### config.mk
export PLATFORM = sky130hd
export DESIGN_NAME = xbee_msg_rx
export DESIGN_NICKNAME = d
export VERILOG_FILES = /design/src/rtl/xbee_msg_rx.sv
export SDC_FILE = /design/constraint.sdc
export NUM_CORES = 1
export LEC_CHECK = 0
export ABC_CLOCK_PERIOD_IN_PS = 3900
export CORE_UTILIZATION = 57
export DETAILED_ROUTE_END_ITERATION = 7
export PLACE_DENSITY = 0.81
export SKIP_CTS_REPAIR_TIMING = 1
export SYNTH_ARGS = -nofsm -noshare
export SYNTH_HDL_FRONTEND = slang
export SYNTH_SLANG_ARGS = --single-unit
### constraint.sdc
create_clock -name clk -period 3.9 [get_ports clk]
set_input_delay 0.39 -clock clk [delete_from_list [all_inputs] [get_ports clk]]
set_output_delay 0.39 -clock clk [all_outputs]
set_load 0.005 [all_outputs]
### src/rtl/xbee_msg_rx.sv
// XBee-style framed byte receiver: SOF, fixed-length payload, optional checksum byte.
// Define XBEE_MSG_CHECKSUM_EN to append and verify a checksum byte after the payload.
module xbee_msg_rx #(
    parameter int                    DATA_WIDTH     = 8,
    parameter logic [DATA_WIDTH-1:0] SOF_BYTE       = 8'h7E,
    parameter int                    PAYLOAD_LEN    = 3,
    parameter int                    TIMEOUT_CYCLES = 50_000
) (
    input  logic                              clk,
    input  logic                              reset,
    input  logic [DATA_WIDTH-1:0]             rx_data,
    input  logic                              rx_rdy,
    input  logic                              msg_ack,
    output logic [PAYLOAD_LEN*DATA_WIDTH-1:0] msg_data,
    output logic                              msg_valid,
    output logic                              frame_err,
    output logic                              overrun
);

    localparam int IDX_W = (PAYLOAD_LEN > 1) ? $clog2(PAYLOAD_LEN) : 1;
    localparam int TMO_W = $clog2(TIMEOUT_CYCLES + 1);
    localparam int MSG_W = PAYLOAD_LEN * DATA_WIDTH;

    typedef enum logic [1:0] {
        S_IDLE    = 2'd0,
`ifdef XBEE_MSG_CHECKSUM_EN
        S_CHECK   = 2'd2,
`endif
        S_PAYLOAD = 2'd1
    } state_e;

    state_e                state_q, state_d;
    logic [IDX_W-1:0]      idx_q, idx_d;
    logic [DATA_WIDTH-1:0] sum_q, sum_d;
    logic [TMO_W-1:0]      tmo_q, tmo_d;
    logic [MSG_W-1:0]      shadow_q, shadow_d;
    logic [MSG_W-1:0]      msg_data_q, msg_data_d;
    logic                  msg_valid_q, msg_valid_d;
    logic                  frame_err_q, frame_err_d;
    logic                  overrun_q, overrun_d;
    logic                  rx_rdy_q;

    logic                  accept;
    logic                  complete;
    logic                  cks_bad;
    logic                  timeout;
    logic [DATA_WIDTH-1:0] cks_sum;

    // A byte is taken only on the rising edge of rx_rdy, however long it stays high.
    assign accept  = rx_rdy & ~rx_rdy_q;
    assign cks_sum = sum_q + rx_data;

    always_comb begin
        // NOTE: every variable gets a default before any branch, so no path leaves it unassigned and no latch is inferred.
        state_d  = state_q;
        idx_d    = idx_q;
        sum_d    = sum_q;
        shadow_d = shadow_q;
        complete = 1'b0;
        cks_bad  = 1'b0;
        timeout  = 1'b0;
        tmo_d    = (state_q != S_IDLE) ? tmo_q + TMO_W'(1) : tmo_q;

        case (state_q)
            S_IDLE: begin
                if (accept && rx_data == SOF_BYTE) begin
                    state_d = S_PAYLOAD;
                    idx_d   = '0;
                    sum_d   = '0;
                end
            end
            S_PAYLOAD: begin
                if (accept) begin
                    for (int i = 0; i < PAYLOAD_LEN; i++) begin
                        if (idx_q == IDX_W'(i)) shadow_d[i*DATA_WIDTH +: DATA_WIDTH] = rx_data;
                    end
                    sum_d = cks_sum;
                    idx_d = idx_q + IDX_W'(1);
                    if (idx_q == IDX_W'(PAYLOAD_LEN - 1)) begin
`ifdef XBEE_MSG_CHECKSUM_EN
                        state_d = S_CHECK;
`else
                        state_d  = S_IDLE;
                        complete = 1'b1;
`endif
                    end
                end
            end
`ifdef XBEE_MSG_CHECKSUM_EN
            S_CHECK: begin
                if (accept) begin
                    state_d  = S_IDLE;
                    complete = (cks_sum == '1);
                    cks_bad  = (cks_sum != '1);
                end
            end
`endif
            default: state_d = S_IDLE;
        endcase

        // An accepted byte always restarts the inter-byte timer, even on the last cycle.
        if (accept) begin
            tmo_d = '0;
        end else if (state_q != S_IDLE && tmo_q == TMO_W'(TIMEOUT_CYCLES - 1)) begin
            timeout = 1'b1;
            state_d = S_IDLE;
            tmo_d   = '0;
        end

        msg_data_d  = msg_data_q;
        msg_valid_d = msg_valid_q;
        overrun_d   = 1'b0;
        frame_err_d = cks_bad | timeout;
        if (complete) begin
            if (msg_valid_q && !msg_ack) begin
                overrun_d = 1'b1;
            end else begin
                msg_data_d  = shadow_d;
                msg_valid_d = 1'b1;
            end
        end else if (msg_ack) begin
            msg_valid_d = 1'b0;
        end
    end

    // NOTE: sequential state uses non-blocking assignments so all registers update together at the edge.
    always_ff @(posedge clk or negedge reset) begin
        if (!reset) begin
            // NOTE: the payload shadow is reset like every other register, so no stale bytes survive a reset.
            state_q     <= S_IDLE;
            idx_q       <= '0;
            sum_q       <= '0;
            tmo_q       <= '0;
            shadow_q    <= '0;
            msg_data_q  <= '0;
            msg_valid_q <= 1'b0;
            frame_err_q <= 1'b0;
            overrun_q   <= 1'b0;
            rx_rdy_q    <= 1'b0;
        end else begin
            state_q     <= state_d;
            idx_q       <= idx_d;
            sum_q       <= sum_d;
            tmo_q       <= tmo_d;
            shadow_q    <= shadow_d;
            msg_data_q  <= msg_data_d;
            msg_valid_q <= msg_valid_d;
            frame_err_q <= frame_err_d;
            overrun_q   <= overrun_d;
            rx_rdy_q    <= rx_rdy;
        end
    end

    assign msg_data  = msg_data_q;
    assign msg_valid = msg_valid_q;
    assign frame_err = frame_err_q;
    assign overrun   = overrun_q;

endmodule

==> metrics.txt, run 1 <==
Wirelength per Cell 16.3 um; Worst EP required 4.12 ns; final hold viol count 0; fin crit period 2.48 ns; switching part of the total power 21.2%; All-Layer GR Usage 22.8%; asr flop ratio synth 100%; pre-CTS WS 1.05 ns; commonest cells in the netlist dfrtp_1 (64), mux2_2 (41), nand2_1 (16), nor2_1 (15), xnor2_1 (9); Sequential Power Share about 50%; Tcrit/Tclk final 63.7%; area taken by multi-input logic gates 0.00111 mm2; PortBufs 38; Pwr Total 1.33 mW; share of cells above drive strength 1 22.6%; R2R cell count 4; Post-Layout Cell Count around 320; Reg-to-Reg End msg_data[13]; #FFs+latches synth 64; TritonCTS Buffers 9; Clk pwr share approximately 45%; die area 0.00514 mm2; n_diodes 0; Fill cells 290; largest net degree at the start of global routing 41; cell taking the most area after synthesis dfrtp_1; max-slew headroom at the worst pin 39.3%; Crit. End Element flip-flop; die width ~72 um; synthesized net count 234; LEAKAGE 1.52 nW; row count 24; crit start category primary input; Psw between 0.2 and 0.3 mW; internal power around 1.0 mW; maximum vdd drop 0.311 mV; worst skew pair latency 0.34 ns; Syn Area/Cell 12.7 um2; Core Area 0.00450 mm2; Root Driver clkbuf_8; CTS tree done; Critical Path Fanout Max 8; most numerous cell in the Yosys netlist dfrtp_1; worst min-delay path class in -> async; Worst Setup EP msg_data[13]; setup ws final between 1 and 1.5 ns; Syn-to-layout area delta 22.2%; first-pass GRT wire length 8.64 mm; Die Ht 71.7 um; Reg area 0.00160 mm2; total number of vias 1790; post-synthesis cell type count 37; Reg2Reg Setup Slack around 1.5 ns; Fin Clk Skew 0.0109 ns; Critical Path AT 2.71 ns; Worst-Margin Slew 0.908 ns; Via density roughly 5.6; Cell Area, Placed 0.00318 mm2; H-tree depth 3; Post-layout nets 277; number of flops mapped to enable cells by yosys 0; post-synth top area share approximately 58%; cell area after synthesis ~0.0028 mm2; Setup-failing EPs final 0; Most used DFF post-synth dfrtp_1; # IOs 39; Final ANT Viol Nets 0; crit path from rx_rdy; max cap viols 0; GP Congestion 0.786; DR iter-0 viols 125; Clock Path Buffers 2; initial antenna violation count 0; RSZ-0062 raised after global routing false; Initial Utilization 61.5%; # clock sinks 64; FMAX around 400 MHz; final wirelength around 5.2 mm; final HPWL from detailed placement ~3.4 mm; Hold Worst Slack 0.170 ns; post-synthesis sequential area ratio 57.8%; Remaining Overflow, GRT 0; status completed; Comb power frac around 4.2%; drt pass-1 iters 4; Sum Neg Setup Slack 0 ns; utilization after layout about three quarters; Reg-to-Reg Start state_q[0]; Final Max Tran Viols 0; clock transition time at the flip-flop clock pins of the worst setup and hold paths 0.07 ns; Design Area, Final 0.00338 mm2; pwr dens slightly below 400 mW/mm2; # placed instances 302; DRC violations left 0; vias in the first global route 1815; synth warn 0; kind of critical path in -> reg; cell count after synthesis between 200 and 250; Synth area leaders dfrtp_1 (58%), mux2_2 (17%), xnor2_1 (2.8%)
==> cell families (layout without fill, tap and decap cells) <==
group	count (synthesis)	count (layout)	share of synthesized area (%)
buf+inv	13	60	2.21
compound gates	24	24	6.50
xor+xnor	10	10	3.16
simple gates	60	60	11.3
fa+ha+maj	4	4	1.81
mux	42	42	17.0
other cells	1	1	0.135
flops	64	64	57.8
==> final cells by class <==
type | count | area share (%)
Clock inverter | 4 | 2.07
Timing Repair Buffer | 40 | 11.5
Inverter | 5 | 0.555
Clock buffer | 11 | 3.88
Sequential cell | 64 | 47.3
Tap cell | 52 | 1.92
Multi-Input combinational cell | 141 | 32.7
==> per-layer routing <==
layer / part of all wire, % / vias to the layer above / GRT usage [%] / wire length (um)
met1: 46 / 874 / 29.4 / 2390
met3: 6.7 / 5 / 9.99 / 348
met4: 0.93 / 0 / 8.28 / 48
met2: 46 / 48 / 34.3 / 2370
li1: - / 863 / - / -
met5: 0 / - / 0 / 0
==> sequential cells by signal, summed over array words and instances, names as in the netlist <==
register,count
frame_err,1
msg_valid,1
overrun,1
msg_data,24
state_q,2
rx_rdy_q,1
idx_q,2
shadow_q,16
tmo_q,16
==> power by group through the flow <==
| stage | Combinational, mW | Clock (mW) | Sequential [mW] |
|---|---|---|---|
| 6_report | 0.0557 | 0.590 | 0.681 |
| 5_1_grt | 0.0641 | 0.630 | 0.681 |
| 4_1_cts | 0.0571 | 0.605 | 0.681 |
| 3_5_place_dp | 0.0564 | 0 | 0.693 |
| 3_3_place_gp | 0.0559 | 0 | 0.693 |
| 2_1_floorplan | 0.0232 | 0 | 0.691 |
==> placed cells by master (no fill, tap or decap), drive strengths merged, types with 3 or more instances in the layout <==
cell type	synthesis	routed
buf	5	3
a211oi	3	3
nor2	15	15
nand3	4	4
nand4	6	6
xnor2	9	9
o21ai	4	4
or4	3	3
dfrtp	64	64
clkbuf	3	11
a21oi	4	4
clkdlybuf4s50	0	37
a2111oi	4	4
ha	4	4
inv	5	5
mux2	41	41
nand2	16	16
==> worst min-delay path by stage <==
stage / startpoint / to / slack, ns
floorplan: reset / frame_err / 0.09
global placement: shadow_q[8] / shadow_q[8] / 0.47
detailed placement: shadow_q[4] / shadow_q[4] / 0.48
CTS: reset / tmo_q[15] / 0.20
global route: reset / tmo_q[6] / 0.25
finish: reset / tmo_q[15] / 0.17
==> critical path, cell delays in order <==
cell	delay, ns
clkdlybuf4s50_1	0.52
nor4bb_1	0.68
nand2_1	0.44
mux2_2	0.41
mux2_2	0.26
Note: power is estimated with default switching activity, not from simulation.
==> run 2: changes to the inputs <==
ABC_CLOCK_PERIOD_IN_PS = 2400   (was 3900)
CORE_UTILIZATION = 53   (was 57)
PLACE_DENSITY = 0.76   (was 0.81)
clock period = 2.4 ns   (was 3.9 ns; I/O delays follow)
==> run 2 against run 1 <==
  * Total power up 75%
  * Count of clock-buffer cells in the layout down 2
  * Sequential cell count is the same
  * Final cell count is 6.3% higher
  * Setup slack got worse by 1.3 ns
  * Register-to-register slack got worse by 1.4 ns
  * Critical path depth down 1
  * Hold slack got worse by 0.12 ns
  * Clock power grew 90%
  * Clock skew is 0.0057 ns lower
  * Largest cell class unchanged
==> metrics.txt, run 2 (synthesis results as in run 1) <==
fin crit period approximately 2.2 ns; Worst-Margin Slew roughly 0.78 ns; max cap viols 0; Worst EP required roughly 2.6 ns; clock transition time at the flip-flop clock pins of the worst setup and hold paths 0.07 ns; H-tree depth 3; LEAKAGE between 1.5 and 2 nW; crit start category flip-flop; first-pass GRT wire length 8.70 mm; Final ANT Viol Nets 0; setup ws final 0.162 ns; DR iter-0 viols ~190; Critical Path AT 2.46 ns; final hold viol count 0; share of cells above drive strength 1 24.8%; # IOs 39; area taken by multi-input logic gates 0.00111 mm2; Design Area, Final 0.00349 mm2; Reg-to-Reg Start tmo_q[7]; n_diodes 0; Tcrit/Tclk final 93.3%; CP top delay family simple AND/OR/NAND/NOR gates; Wirelength per Cell 15.4 um; final wirelength slightly above 5 mm; DRC violations left 0; kind of critical path reg -> reg; Root Driver clkbuf_8; vias in the first global route 1804; largest net degree at the start of global routing 65; Fin Clk Skew 0.00520 ns; Clock Path Buffers 2; Cell Area, Placed approximately 0.0032 mm2; CP cell instances or4b_1 -> or4_1 -> o21ai_4 -> nor2_1; Reg-to-Reg End tmo_q[11]; GP Congestion about 0.84; Final Max Tran Viols 0; Syn-to-layout area delta 25.9%; status completed; Post-layout nets 281; commonest non-fill, non-tap cell in the layout dfrtp_1; drt pass-1 iters 4; PortBufs 38; CP max stage cell or4_1; Crit. End Element flip-flop; Critical Path Fanout Max 10; pre-CTS WS 0.156 ns; Die Ht 74.3 um; worst skew pair latency 0.35 ns; Reg area 0.00160 mm2; Pwr Total 2.32 mW; CP Buf/Inv Count 0; initial antenna violation count 0; Remaining Overflow, GRT 0; Via density 5.50; Fill cells 365; Largest register FFs 24; All-Layer GR Usage 21.7%; TritonCTS Buffers 9; most frequent cells in the layout dfrtp_1 (64), mux2_2 (41), clkdlybuf4s50_1 (37), nand2_1 (16), nor2_1 (15); row count 25; pwr dens roughly 670 mW/mm2; R2R cell count 4; max-slew headroom at the worst pin 48.3%; worst stage delay on the critical path 0.73 ns; Setup-failing EPs final 0; die area 0.00552 mm2; CTS tree done; die width 74.3 um; RSZ-0062 raised after global routing false; FMAX 447 MHz; Initial Utilization 56.8%; Core Area 0.00488 mm2; Reg2Reg Setup Slack about 0.16 ns; maximum vdd drop 0.493 mV; worst min-delay path class in -> async; total number of vias 1852; # clock sinks 64; final HPWL from detailed placement 3.39 mm; Sum Neg Setup Slack 0 ns
==> run 2: cell types whose count changed in the layout (fill, tap and decap cells not counted), sizes merged <==
| cell | delta |
|---|---|
| clkinv | -1 |
| clkbuf | -2 |
| inv | +1 |
| bufinv | +1 |
| clkinvlp | +2 |
| buf | +4 |
==> run 2: worst register-to-register path: stages, from the launching register on <==
cell     delay [ns]
dfrtp_1        0.44
or4b_1         0.50
or4_1          0.73
o21ai_4        0.36
nor2_1         0.09
==> run 2: stage by stage <==
step                      instances  utilization [%]  hold slack (ns)
final                           337             71.5           0.0461
after global routing            337             71.5            0.130
after CTS                       337             71.5           0.0852
after detailed placement        321             66.5            0.462
after global placement          321             66.5            0.455
after floorplan                 218                -          -0.0556
==> run 2: worst max path at each step <==
| stage | from | endpoint | cells past startpoint |
|---|---|---|---|
| after floorplan | tmo_q[4] | tmo_q[10] | 5 |
| after global placement | tmo_q[7] | tmo_q[11] | 4 |
| after detailed placement | tmo_q[7] | tmo_q[9] | 4 |
| after CTS | tmo_q[7] | tmo_q[7] | 4 |
| after global routing | tmo_q[4] | tmo_q[4] | 4 |
| final | tmo_q[7] | tmo_q[11] | 4 |
==> run 2: cell type report <==
class | instances | area share, %
Clock buffer | 9 | 3.55
Multi-Input combinational cell | 141 | 31.8
Tap cell | 67 | 2.40
Inverter | 5 | 0.538
Clock inverter | 7 | 3.41
Timing Repair Buffer | 44 | 12.4
Sequential cell | 64 | 45.9
==> run 2: per-layer routing <==
metal  global-route usage, %  wire [um]  share of wire (%)  vias up
met2                    30.5       2350                 45       47
met4                    10.1        101                1.9        0
met3                    6.78        265                5.1       10
li1                        -          -                  -      883
met5                       0          0                  0        -
met1                    30.9       2470                 48      912
==> run 2: report_power, final <==
part           switching [mW]  internal (mW)  leakage (nW)
Combinational          0.0574         0.0358         0.555
Clock                   0.430          0.691         0.116
Sequential             0.0149           1.09         0.887
